**config.mk**
```make
export PLATFORM = sky130hd
export DESIGN_NAME = mem_stage_lsu
export DESIGN_NICKNAME = d
export VERILOG_FILES = /design/src/rtl/mem_stage_lsu.sv
export SDC_FILE = /design/constraint.sdc
export NUM_CORES = 1
export LEC_CHECK = 0
export BUFFER_PORTS_ARGS = -buffer_cell sky130_fd_sc_hd__clkbuf_2
export CORE_AREA = 2 2 111 113
export DETAILED_ROUTE_END_ITERATION = 6
export DIE_AREA = 0 0 113 115
export PLACE_DENSITY = 0.7
export SYNTH_ARGS = -nofsm -noshare
export SYNTH_HDL_FRONTEND = slang
export SYNTH_SLANG_ARGS = --single-unit
```
**constraint.sdc**
```tcl
create_clock -name clk -period 5.47 [get_ports clk]
set_clock_uncertainty 0.15 [all_clocks]
set_input_delay 1.094 -clock clk [delete_from_list [all_inputs] [get_ports clk]]
set_output_delay 1.094 -clock clk [all_outputs]
set_load 0.01 [all_outputs]
```
**src/rtl/mem_stage_lsu.sv**
```systemverilog
// Memory-stage load/store unit: issues the data-memory request for the M-stage op,
// steers store lanes, extracts/extends load data and registers the W-stage bundle.
module mem_stage_lsu #(
    parameter int XLEN = 32
) (
    input  logic            clk,
    input  logic            rst,
    input  logic            memWriteM,
    input  logic            regWriteM,
    input  logic            luiM,
    input  logic [1:0]      resultSrcM,
    input  logic [4:0]      RdM,
    input  logic [2:0]      funct3M,
    input  logic [XLEN-1:0] ALUResultM,
    input  logic [XLEN-1:0] writeDataM,
    input  logic [XLEN-1:0] PCPlus4M,
    input  logic [XLEN-1:0] extImmM,
    output logic            dmem_req_valid,
    input  logic            dmem_req_ready,
    output logic            dmem_we,
    output logic [XLEN-1:0] dmem_addr,
    output logic [XLEN-1:0] dmem_wdata,
    output logic [3:0]      dmem_be,
    input  logic            dmem_rsp_valid,
    input  logic [XLEN-1:0] dmem_rdata,
    output logic            stallM,
    output logic            regWriteW,
    output logic [4:0]      RdW,
    output logic [XLEN-1:0] resultW,
    output logic            misalignW
);

    typedef enum logic {IDLE, WAIT_RSP} state_t;

    state_t          r_state, w_state_nxt;
    logic            w_load, w_store, w_memop, w_misalign;
    logic [1:0]      w_off;
    logic [XLEN-1:0] w_shift, w_load_val, w_result;
    logic [7:0]      w_byte;
    logic [15:0]     w_half;

    assign w_load     = (resultSrcM == 2'b01) && !memWriteM;
    assign w_store    = memWriteM;
    assign w_memop    = w_load || w_store;
    assign w_off      = ALUResultM[1:0];
    assign w_misalign = w_memop &&
                        (((funct3M[1:0] == 2'b01) && w_off[0]) ||
                         ((funct3M[1:0] == 2'b10) && (w_off != 2'b00)));

    assign dmem_we   = w_store;
    assign dmem_addr = {ALUResultM[XLEN-1:2], 2'b00};

    // Store lane steering: narrow data is replicated so any lane picks it up.
    always_comb begin
        dmem_be    = 4'b0000;
        dmem_wdata = writeDataM;
        if (w_store) begin
            unique case (funct3M[1:0])
                2'b00: begin
                    dmem_be    = 4'b0001 << w_off;
                    dmem_wdata = {4{writeDataM[7:0]}};
                end
                2'b01: begin
                    dmem_be    = w_off[1] ? 4'b1100 : 4'b0011;
                    dmem_wdata = {2{writeDataM[15:0]}};
                end
                default: begin
                    dmem_be    = 4'b1111;
                    dmem_wdata = writeDataM;
                end
            endcase
        end
    end

    // Load extraction relies on the M inputs being frozen while waiting for data.
    assign w_shift = dmem_rdata >> {w_off, 3'b000};
    assign w_byte  = w_shift[7:0];
    assign w_half  = w_off[1] ? dmem_rdata[31:16] : dmem_rdata[15:0];

    always_comb begin
        w_load_val = dmem_rdata;
        unique case (funct3M)
            3'b000:  w_load_val = {{(XLEN-8){w_byte[7]}}, w_byte};
            3'b001:  w_load_val = {{(XLEN-16){w_half[15]}}, w_half};
            3'b100:  w_load_val = {{(XLEN-8){1'b0}}, w_byte};
            3'b101:  w_load_val = {{(XLEN-16){1'b0}}, w_half};
            default: w_load_val = dmem_rdata;
        endcase
    end

    always_comb begin
        w_result = ALUResultM;
        if (luiM) begin
            w_result = extImmM;
        end else begin
            unique case (resultSrcM)
                2'b00:   w_result = ALUResultM;
                2'b01:   w_result = w_load_val;
                2'b10:   w_result = PCPlus4M;
                default: w_result = extImmM;
            endcase
        end
    end

    always_ff @(posedge clk or posedge rst) begin
        if (rst) r_state <= IDLE;
        else     r_state <= w_state_nxt;
    end

    // Responses seen in IDLE are ignored, which also drops stale ones after reset.
    always_comb begin
        w_state_nxt    = r_state;
        dmem_req_valid = 1'b0;
        stallM         = 1'b0;
        unique case (r_state)
            IDLE: begin
                dmem_req_valid = w_memop && !w_misalign;
                if (dmem_req_valid) begin
                    if (w_load) begin
                        stallM = 1'b1;
                        if (dmem_req_ready) w_state_nxt = WAIT_RSP;
                    end else begin
                        stallM = !dmem_req_ready;
                    end
                end
            end
            WAIT_RSP: begin
                if (dmem_rsp_valid) w_state_nxt = IDLE;
                else                stallM      = 1'b1;
            end
            default: w_state_nxt = IDLE;
        endcase
    end

    always_ff @(posedge clk or posedge rst) begin
        if (rst) begin
            regWriteW <= 1'b0;
            RdW       <= '0;
            resultW   <= '0;
            misalignW <= 1'b0;
        end else if (stallM) begin
            regWriteW <= 1'b0;
            misalignW <= 1'b0;
        end else begin
            regWriteW <= regWriteM && !w_misalign;
            RdW       <= RdM;
            resultW   <= w_misalign ? '0 : w_result;
            misalignW <= w_misalign;
        end
    end

endmodule

```
==> flow_metrics.env, run 1 <==
export IMPL_fp_dieW_um=113
export IMPL_maxCapViolCount=0
export IMPL_htreeDepth=2
export IMPL_start_util_pct=35.1
export IMPL_drt_wl_total_mm=17.8
export IMPL_crit_fanout=25
export IMPL_ctsResizeCount=0
export IMPL_grt_pass1_vias=4728
export IMPL_cts_buffer_depth=2
export IMPL_path_cells="clkbuf_2, inv_2, nand2_1, mux2_2, clkbuf_2"
export IMPL_syn_avg_cell_area_sq_um=8.54
export IMPL_synth_edf_count=0
export IMPL_drive_gt1_share_pct=47.9
export IMPL_timing_setup_tns_ns=0
export IMPL_grt_pass1_wl_mm=26.3
export IMPL_post_route_period_util_pct=80.4
export IMPL_rr_endpoint="RdW[1]$_DFFE_PP0N_"
export IMPL_clk_pin_slew_ns=0.06
export IMPL_violations="design-rule violations"
export IMPL_grt_max_degree=49
export IMPL_ys_flop_type="dfrtp_1"
export IMPL_portBuffers=284
export IMPL_ir_worst_vdd_mv=0.148
export IMPL_hp_start="resultW[11]$_DFFE_PP0N_"
export IMPL_clock_sinks=40
export IMPL_yosysSeqAreaShare_pct=24.2
export IMPL_numCtsBuffers=5
export IMPL_die_h_um=115
export IMPL_slowest_stage="nand2_1"
export IMPL_r2r_cells=5
export IMPL_synth_cell_types=58
export IMPL_drt_iter0_drc=457
export IMPL_nNetsFinal=873
export IMPL_required_ns=4.23
export IMPL_ant_nets=0
export IMPL_routedWlPerCell_um=21.1
export IMPL_async_reset_ff_share_pct=100
export IMPL_relSlewSlack_pct=16.8
export IMPL_max_slew_worst_pin_slew_ns=1.25
export IMPL_status="complete, but fails checks"
export IMPL_r2r_slack_ns=3.53
export IMPL_num_io_pins=287
export IMPL_critPathMostFrequentCell="clkbuf_2"
export IMPL_ctsHoldBuffers=0
export IMPL_r2r_start="r_state$_DFF_PP0_"
export IMPL_p_leak_nw=2.64
export IMPL_max_freq_mhz=227
export IMPL_whs_ns=0.339
export IMPL_crit_path_start_kind="primary input"
export IMPL_dp_hpwl_mm=14.1
export IMPL_holdPathStages=1
export IMPL_antenna_found_initial=0
export IMPL_track_usage_pct=25.9
export IMPL_num_rows=40
export IMPL_clock_latency_ns=0.29
export IMPL_avgViaCountPerCell=5.86
export IMPL_cp_top_family="buffers and inverters"
export IMPL_ctsRootBufferMaster="clkbuf_16"
export IMPL_slowest_delay_ns=0.60
export IMPL_tritoncts="built"
export IMPL_grt_overflow_total=0
export IMPL_drv_slew=0
export IMPL_post_cts_buffers=0
export IMPL_arrival_ns=3.15
export IMPL_hold_violations=0
export IMPL_endpoint_kind="output pin"
export IMPL_power_density_mw_per_mm2=223
export IMPL_diodes=0
export IMPL_route_detailed_drc=11
export IMPL_ys_ff_latch=40
export IMPL_period_minus_slack_ns=4.40
export IMPL_die_area_sq_mm=0.0130
export IMPL_path_class="in2out"
export IMPL_syn_area_sq_mm=0.00414
export IMPL_gp_congestion=0.942
export IMPL_path_buf_inv=3
export IMPL_synth_yosys_warnings=0
export IMPL_grt_setup_unrepaired="false"
export IMPL_whs_endpoint="resultW[11]$_DFFE_PP0N_"
export IMPL_min_path_type="reg2reg"
export IMPL_coreArea_sq_mm=0.0118
export IMPL_area_growth_syn_to_layout_pct=31.0
export IMPL_finalSetupViolCount=0
export IMPL_routed_via_count=4947
export IMPL_netlist_instances=485
export IMPL_drt_pass1_iterations=7
==> logic make-up (layout without fill, tap and decap cells) <==
family / count (synthesis) / count (layout) / synth area share (%)
compound gates: 198 / 198 / 38.2
buf+inv: 126 / 337 / 16.4
simple gates: 81 / 81 / 10.6
flops: 40 / 40 / 24.2
mux: 39 / 39 / 10.5
other cells: 1 / 2 / 0.0905
==> Yosys cell counts (2+ instances only) <==
| cell | number | area share (%) |
|---|---|---|
| clkinv_1 | 2 | 0.18 |
| nor3b_1 | 3 | 0.54 |
| mux2_2 | 21 | 5.7 |
| a32oi_1 | 2 | 0.42 |
| or2_1 | 2 | 0.30 |
| nor2b_1 | 22 | 3.3 |
| buf_6 | 2 | 0.54 |
| o32a_1 | 16 | 3.9 |
| o311ai_0 | 2 | 0.42 |
| o221ai_1 | 9 | 1.9 |
| a32o_1 | 8 | 1.9 |
| a22o_1 | 10 | 2.1 |
| o21a_1 | 7 | 1.3 |
| clkbuf_1 | 17 | 1.5 |
| o211ai_1 | 7 | 1.3 |
| o21ai_0 | 15 | 1.8 |
| nand2_1 | 15 | 1.4 |
| nand2b_1 | 4 | 0.60 |
| nor2_1 | 19 | 1.7 |
| a21oi_1 | 15 | 1.8 |
| a22oi_1 | 5 | 0.91 |
| o32ai_1 | 42 | 8.9 |
| mux2i_1 | 12 | 2.9 |
| buf_2 | 22 | 2.7 |
| buf_4 | 43 | 7.8 |
| or3b_2 | 3 | 0.63 |
| nor3_1 | 3 | 0.36 |
| a211oi_1 | 19 | 3.4 |
| a21boi_1 | 2 | 0.36 |
| dfrtp_1 | 40 | 24 |
| o22ai_1 | 16 | 2.4 |
| nor2_2 | 2 | 0.30 |
| inv_1 | 37 | 3.4 |
| a21oi_2 | 3 | 0.63 |
| inv_2 | 2 | 0.18 |
| mux2_1 | 5 | 1.4 |
| a221oi_1 | 10 | 2.1 |
==> stage by stage <==
| step | power (mW) | worst slack [ns] | utilization [%] | instance area [sq um] | instances |
|---|---|---|---|---|---|
| floorplan | 0.657 | 1.95 | - | 4150 | 486 |
| global route | 1.27 | 0.917 | 46.0 | 5430 | 844 |
| detailed placement | 0.857 | 1.10 | 44.5 | 5260 | 836 |
| global placement | 0.849 | 1.19 | 44.5 | 5260 | 836 |
| finish | 1.21 | 1.07 | 46.0 | 5430 | 844 |
| CTS | 1.21 | 1.10 | 46.0 | 5430 | 844 |
==> cell type report <==
class                           instances  area, sq um
Clock buffer                            5          125
Multi-Input combinational cell        320         2470
Tap cell                              147          184
Timing Repair Buffer                  288         1450
Clock inverter                          3         46.3
Sequential cell                        40         1000
Fill cell                            1194         6380
Inverter                               41          154
==> worst reg2reg max path, cell delays in order (launching register included) <==
cell and delay (ns):
dfrtp_1 0.47, nand2_1 0.17, o31a_1 0.25, o21ai_2 0.09, inv_2 0.31, mux2_1 0.37
==> report_power, final <==
group          internal, mW  switching, mW  leakage [nW]
clock network         0.217          0.136        0.0804
logic                 0.206          0.279          2.06
registers             0.343         0.0284         0.497
total                 0.766          0.444          2.64
==> state kept, by name, summed over array words and instances, names as in the netlist <==
name and flops:
r_state 1, misalignW 1, RdW 5, regWriteW 1, resultW 32
==> layout by cell type (no fill, tap or decap), drive strengths merged, types with 4 or more instances in the layout <==
master,Yosys,final
mux2,26,26
nor2b,22,22
a32o,8,8
clkbuf,18,289
o221ai,9,9
o32a,16,16
a22o,10,10
mux2i,12,12
nor3,4,4
nand2,15,15
nor3b,4,4
nor2,21,21
o22ai,16,16
o21a,7,7
o211ai,7,7
buf,67,4
o32ai,42,42
a211oi,19,19
a21oi,18,18
o21ai,17,17
nand2b,4,4
a221oi,10,10
dfrtp,40,40
inv,39,39
a22oi,5,5
==> layer usage <==
layer / track usage (%) / share of wire, %
met1: 35.6 / 43
met5: 0 / 0
met4: 8.29 / 3.0
met3: 5.06 / 8.2
met2: 41.2 / 46
==> worst max-delay path by stage <==
stage,startpoint,to,cells past startpoint
2_1_floorplan,funct3M[0],dmem_wdata[10],4
3_3_place_gp,funct3M[1],dmem_wdata[19],5
3_5_place_dp,funct3M[1],dmem_wdata[17],5
4_1_cts,funct3M[1],dmem_wdata[17],5
5_1_grt,funct3M[1],dmem_wdata[23],5
6_report,funct3M[1],dmem_wdata[17],5
(Power assumes the default switching activity.)
==> inputs of run 2 (changes only) <==
--- a/config.mk
+++ b/config.mk
@@ -5,6 +5,7 @@
 export SDC_FILE = /design/constraint.sdc
 export NUM_CORES = 1
 export LEC_CHECK = 0
+export ABC_AREA = 1
 export BUFFER_PORTS_ARGS = -buffer_cell sky130_fd_sc_hd__clkbuf_2
 export CORE_AREA = 2 2 111 113
 export DETAILED_ROUTE_END_ITERATION = 6
==> constraint.sdc (replaced) <==
create_clock -name clk -period 4 [get_ports clk]
set_clock_uncertainty 0.15 [all_clocks]
set_input_delay 0.8 -clock clk [delete_from_list [all_inputs] [get_ports clk]]
set_output_delay 0.8 -clock clk [all_outputs]
set_load 0.01 [all_outputs]
==> run 2 against run 1 <==
The flow still finishes with violations (design-rule violations). Via count shrank 1.5%. Total power grew 32%. Register-to-register slack lost 1.4 ns. Hold slack lost 0.018 ns. Critical path depth grew 1. Sequential power grew 35%. Sequential share of layout area grew 0.58 points. Setup slack lost 0.50 ns. Count of clock-buffer cells in the layout grew 1. Flip-flop and latch count is the same. Critical endpoint is now dmem_wdata[19]. Largest cell class unchanged. Highest routed layer unchanged.
==> flow_metrics.env, run 2 <==
export IMPL_crit_path_start_kind="primary input"
export IMPL_hold_violations=0
export IMPL_final_common_cell="clkbuf_2"
export IMPL_synth_most_common_cell="nand2_1"
export IMPL_diodes=0
export IMPL_dp_cells=1024
export IMPL_antenna_found_initial=0
export IMPL_cts_buffer_depth=2
export IMPL_grt_overflow_total=0
export IMPL_yosysTopAreaCell="dfrtp_1"
export IMPL_yosysTopAreaCellShare_pct=25.6
export IMPL_status="complete, but fails checks"
export IMPL_die_h_um=115
export IMPL_routedWlPerCell_um=15.5
export IMPL_top_regs="resultW (32), RdW (5)"
export IMPL_portBuffers=284
export IMPL_slowest_stage="nor2_1"
export IMPL_ant_nets=0
export IMPL_final_cell_mix="284 x clkbuf_2, 252 x nand2_1, 98 x nor2_1"
export IMPL_drt_wl_total_mm=16.0
export IMPL_required_ns=3.05
export IMPL_htreeDepth=2
export IMPL_arrival_ns=2.47
export IMPL_clock_sinks=40
export IMPL_ys_ff_latch=40
export IMPL_ctsHoldBuffers=0
export IMPL_netlist_instances=659
export IMPL_start_util_pct=33.0
export IMPL_clock_latency_ns=0.28
export IMPL_numCtsBuffers=5
export IMPL_syn_avg_cell_area_sq_um=5.92
export IMPL_max_slew_worst_pin_slew_ns=0.870
export IMPL_violations="design-rule violations"
export IMPL_track_usage_pct=23.6
export IMPL_period_minus_slack_ns=3.42
export IMPL_drv_slew=0
export IMPL_grt_pass1_wl_mm=24.2
export IMPL_endpoint_kind="output pin"
export IMPL_post_route_period_util_pct=85.6
export IMPL_fp_dieW_um=113
export IMPL_syn_area_sq_mm=0.00390
export IMPL_grt_setup_unrepaired="false"
export IMPL_drt_iter0_drc=357
export IMPL_ir_worst_vdd_mv=0.153
export IMPL_ys_flop_type="dfrtp_1"
export IMPL_regArea_sq_mm=0.00100
export IMPL_drt_pass1_iterations=7
export IMPL_dp_hpwl_mm=12.7
export IMPL_routed_via_count=4874
export IMPL_largest_reg_flops=32
export IMPL_max_freq_mhz=292
export IMPL_timing_setup_tns_ns=0
export IMPL_maxCapViolCount=0
export IMPL_min_path_type="reg2reg"
export IMPL_ys_top_cells_by_count="252 x nand2_1, 100 x nor2_1, 53 x inv_1"
export IMPL_route_detailed_drc=15
export IMPL_ctsRootBufferMaster="clkbuf_16"
export IMPL_yosysSeqAreaShare_pct=25.6
export IMPL_finalSetupViolCount=0
export IMPL_grt_pass1_vias=4457
export IMPL_synth_area_leaders="dfrtp_1 26%, nand2_1 24%, nor2_1 9.6%"
export IMPL_path_cells="clkbuf_2, inv_1, nor2_1, inv_1, o21ai_0, clkbuf_2"
export IMPL_p_leak_nw=3.19
export IMPL_num_rows=40
export IMPL_crit_fanout=24
export IMPL_multi_input_area_sq_mm=0.00221
export IMPL_setup_ws_ns=0.575
export IMPL_gp_congestion=0.890
export IMPL_ctsResizeCount=0
export IMPL_async_reset_ff_share_pct=100
export IMPL_grt_max_degree=41
export IMPL_tritoncts="built"
export IMPL_post_cts_buffers=0
export IMPL_slowest_delay_ns=0.45
export IMPL_num_io_pins=287
export IMPL_final_cells=1032
export IMPL_relSlewSlack_pct=41.9
export IMPL_power_density_mw_per_mm2=303
export IMPL_avgViaCountPerCell=4.72
export IMPL_synth_cell_types=29
export IMPL_top_register="resultW"
export IMPL_synth_yosys_warnings=0
export IMPL_pre_cts_ws_ns=0.665
export IMPL_nNetsFinal=1061
export IMPL_area_growth_syn_to_layout_pct=34.9
export IMPL_die_area_sq_mm=0.0130
export IMPL_coreArea_sq_mm=0.0118
export IMPL_synth_edf_count=0
export IMPL_drive_gt1_share_pct=36.0
export IMPL_nFillCells=1314
export IMPL_path_class="in2out"
export IMPL_clk_pin_slew_ns=0.06
[run 2: changes by cell type after synthesis, sizes merged, moves of 17 or more]
cell,change
nand2,+240
nor2,+81
o32ai,-42
mux2,-26
nand3,+26
nor2b,-22
a211oi,-19
a221oi,+18
o21ai,+17
[run 2: worst paths after layout]
check                                        start                 endpoint  slack, ns  cells past startpoint
worst max-delay path                     memWriteM           dmem_wdata[19]       0.58                      6
worst min-delay path            RdW[2]$_DFFE_PP0N_       RdW[2]$_DFFE_PP0N_       0.32                      2
worst max register to register   r_state$_DFF_PP0_   resultW[4]$_DFFE_PP0N_       2.13                      6
worst min register to register  RdW[2]$_DFFE_PP0N_       RdW[2]$_DFFE_PP0N_       0.32                      2
max in group asynchronous                      rst   resultW[5]$_DFFE_PP0N_       2.63                      2
min in group asynchronous                      rst  resultW[13]$_DFFE_PP0N_       0.53                      2
[run 2: worst max-delay path, delay by kind of cell]
family | cells | cell delay [ns]
buffers and inverters | 4 | 0.94
AND/OR/NAND/NOR | 1 | 0.45
AO/OA/AOI/OAI | 1 | 0.29
[run 2: logic make-up (layout without fill, tap and decap cells)]
family / count (synthesis) / count (layout) / share of synthesized area (%)
AND/OR/NAND/NOR: 394 / 394 / 40.7
AO/OA/AOI/OAI: 93 / 93 / 15.5
buffers and inverters: 131 / 356 / 18.0
flip-flops: 40 / 40 / 25.6
other: 1 / 2 / 0.0961
[run 2: layout make-up]
class                           instances  area share [%]
Tap cell                              147            3.49
Clock buffer                            6            2.64
Sequential cell                        40            19.0
Inverter                               56            3.99
Timing Repair Buffer                  292            28.2
Multi-Input combinational cell        489            42.0
Clock inverter                          2           0.737
[run 2: routing by layer]
metal	track usage, %	routed length, um	up-vias
met4	4.39	153	0
li1	-	-	2515
met1	31.6	7160	2142
met5	0	0	-
met3	4.53	1120	10
met2	40.1	7580	207
[run 2: power by group]
group | total, mW | switching [mW] | internal [mW]
clock | 0.490 | 0.177 | 0.313
combinational | 0.601 | 0.365 | 0.236
sequential | 0.502 | 0.0349 | 0.467
total | 1.59 | 0.577 | 1.02
[run 2: stage by stage]
stage	instance area [sq um]	utilization (%)	power [mW]	hold WS [ns]
final	5260	44.6	1.59	0.321
after global routing	5260	44.6	1.70	0.355
after CTS	5260	44.6	1.61	0.324
after detailed placement	5080	43.1	1.11	0.308
after global placement	5080	43.1	1.10	0.305
after floorplan	3910	-	0.863	0.359
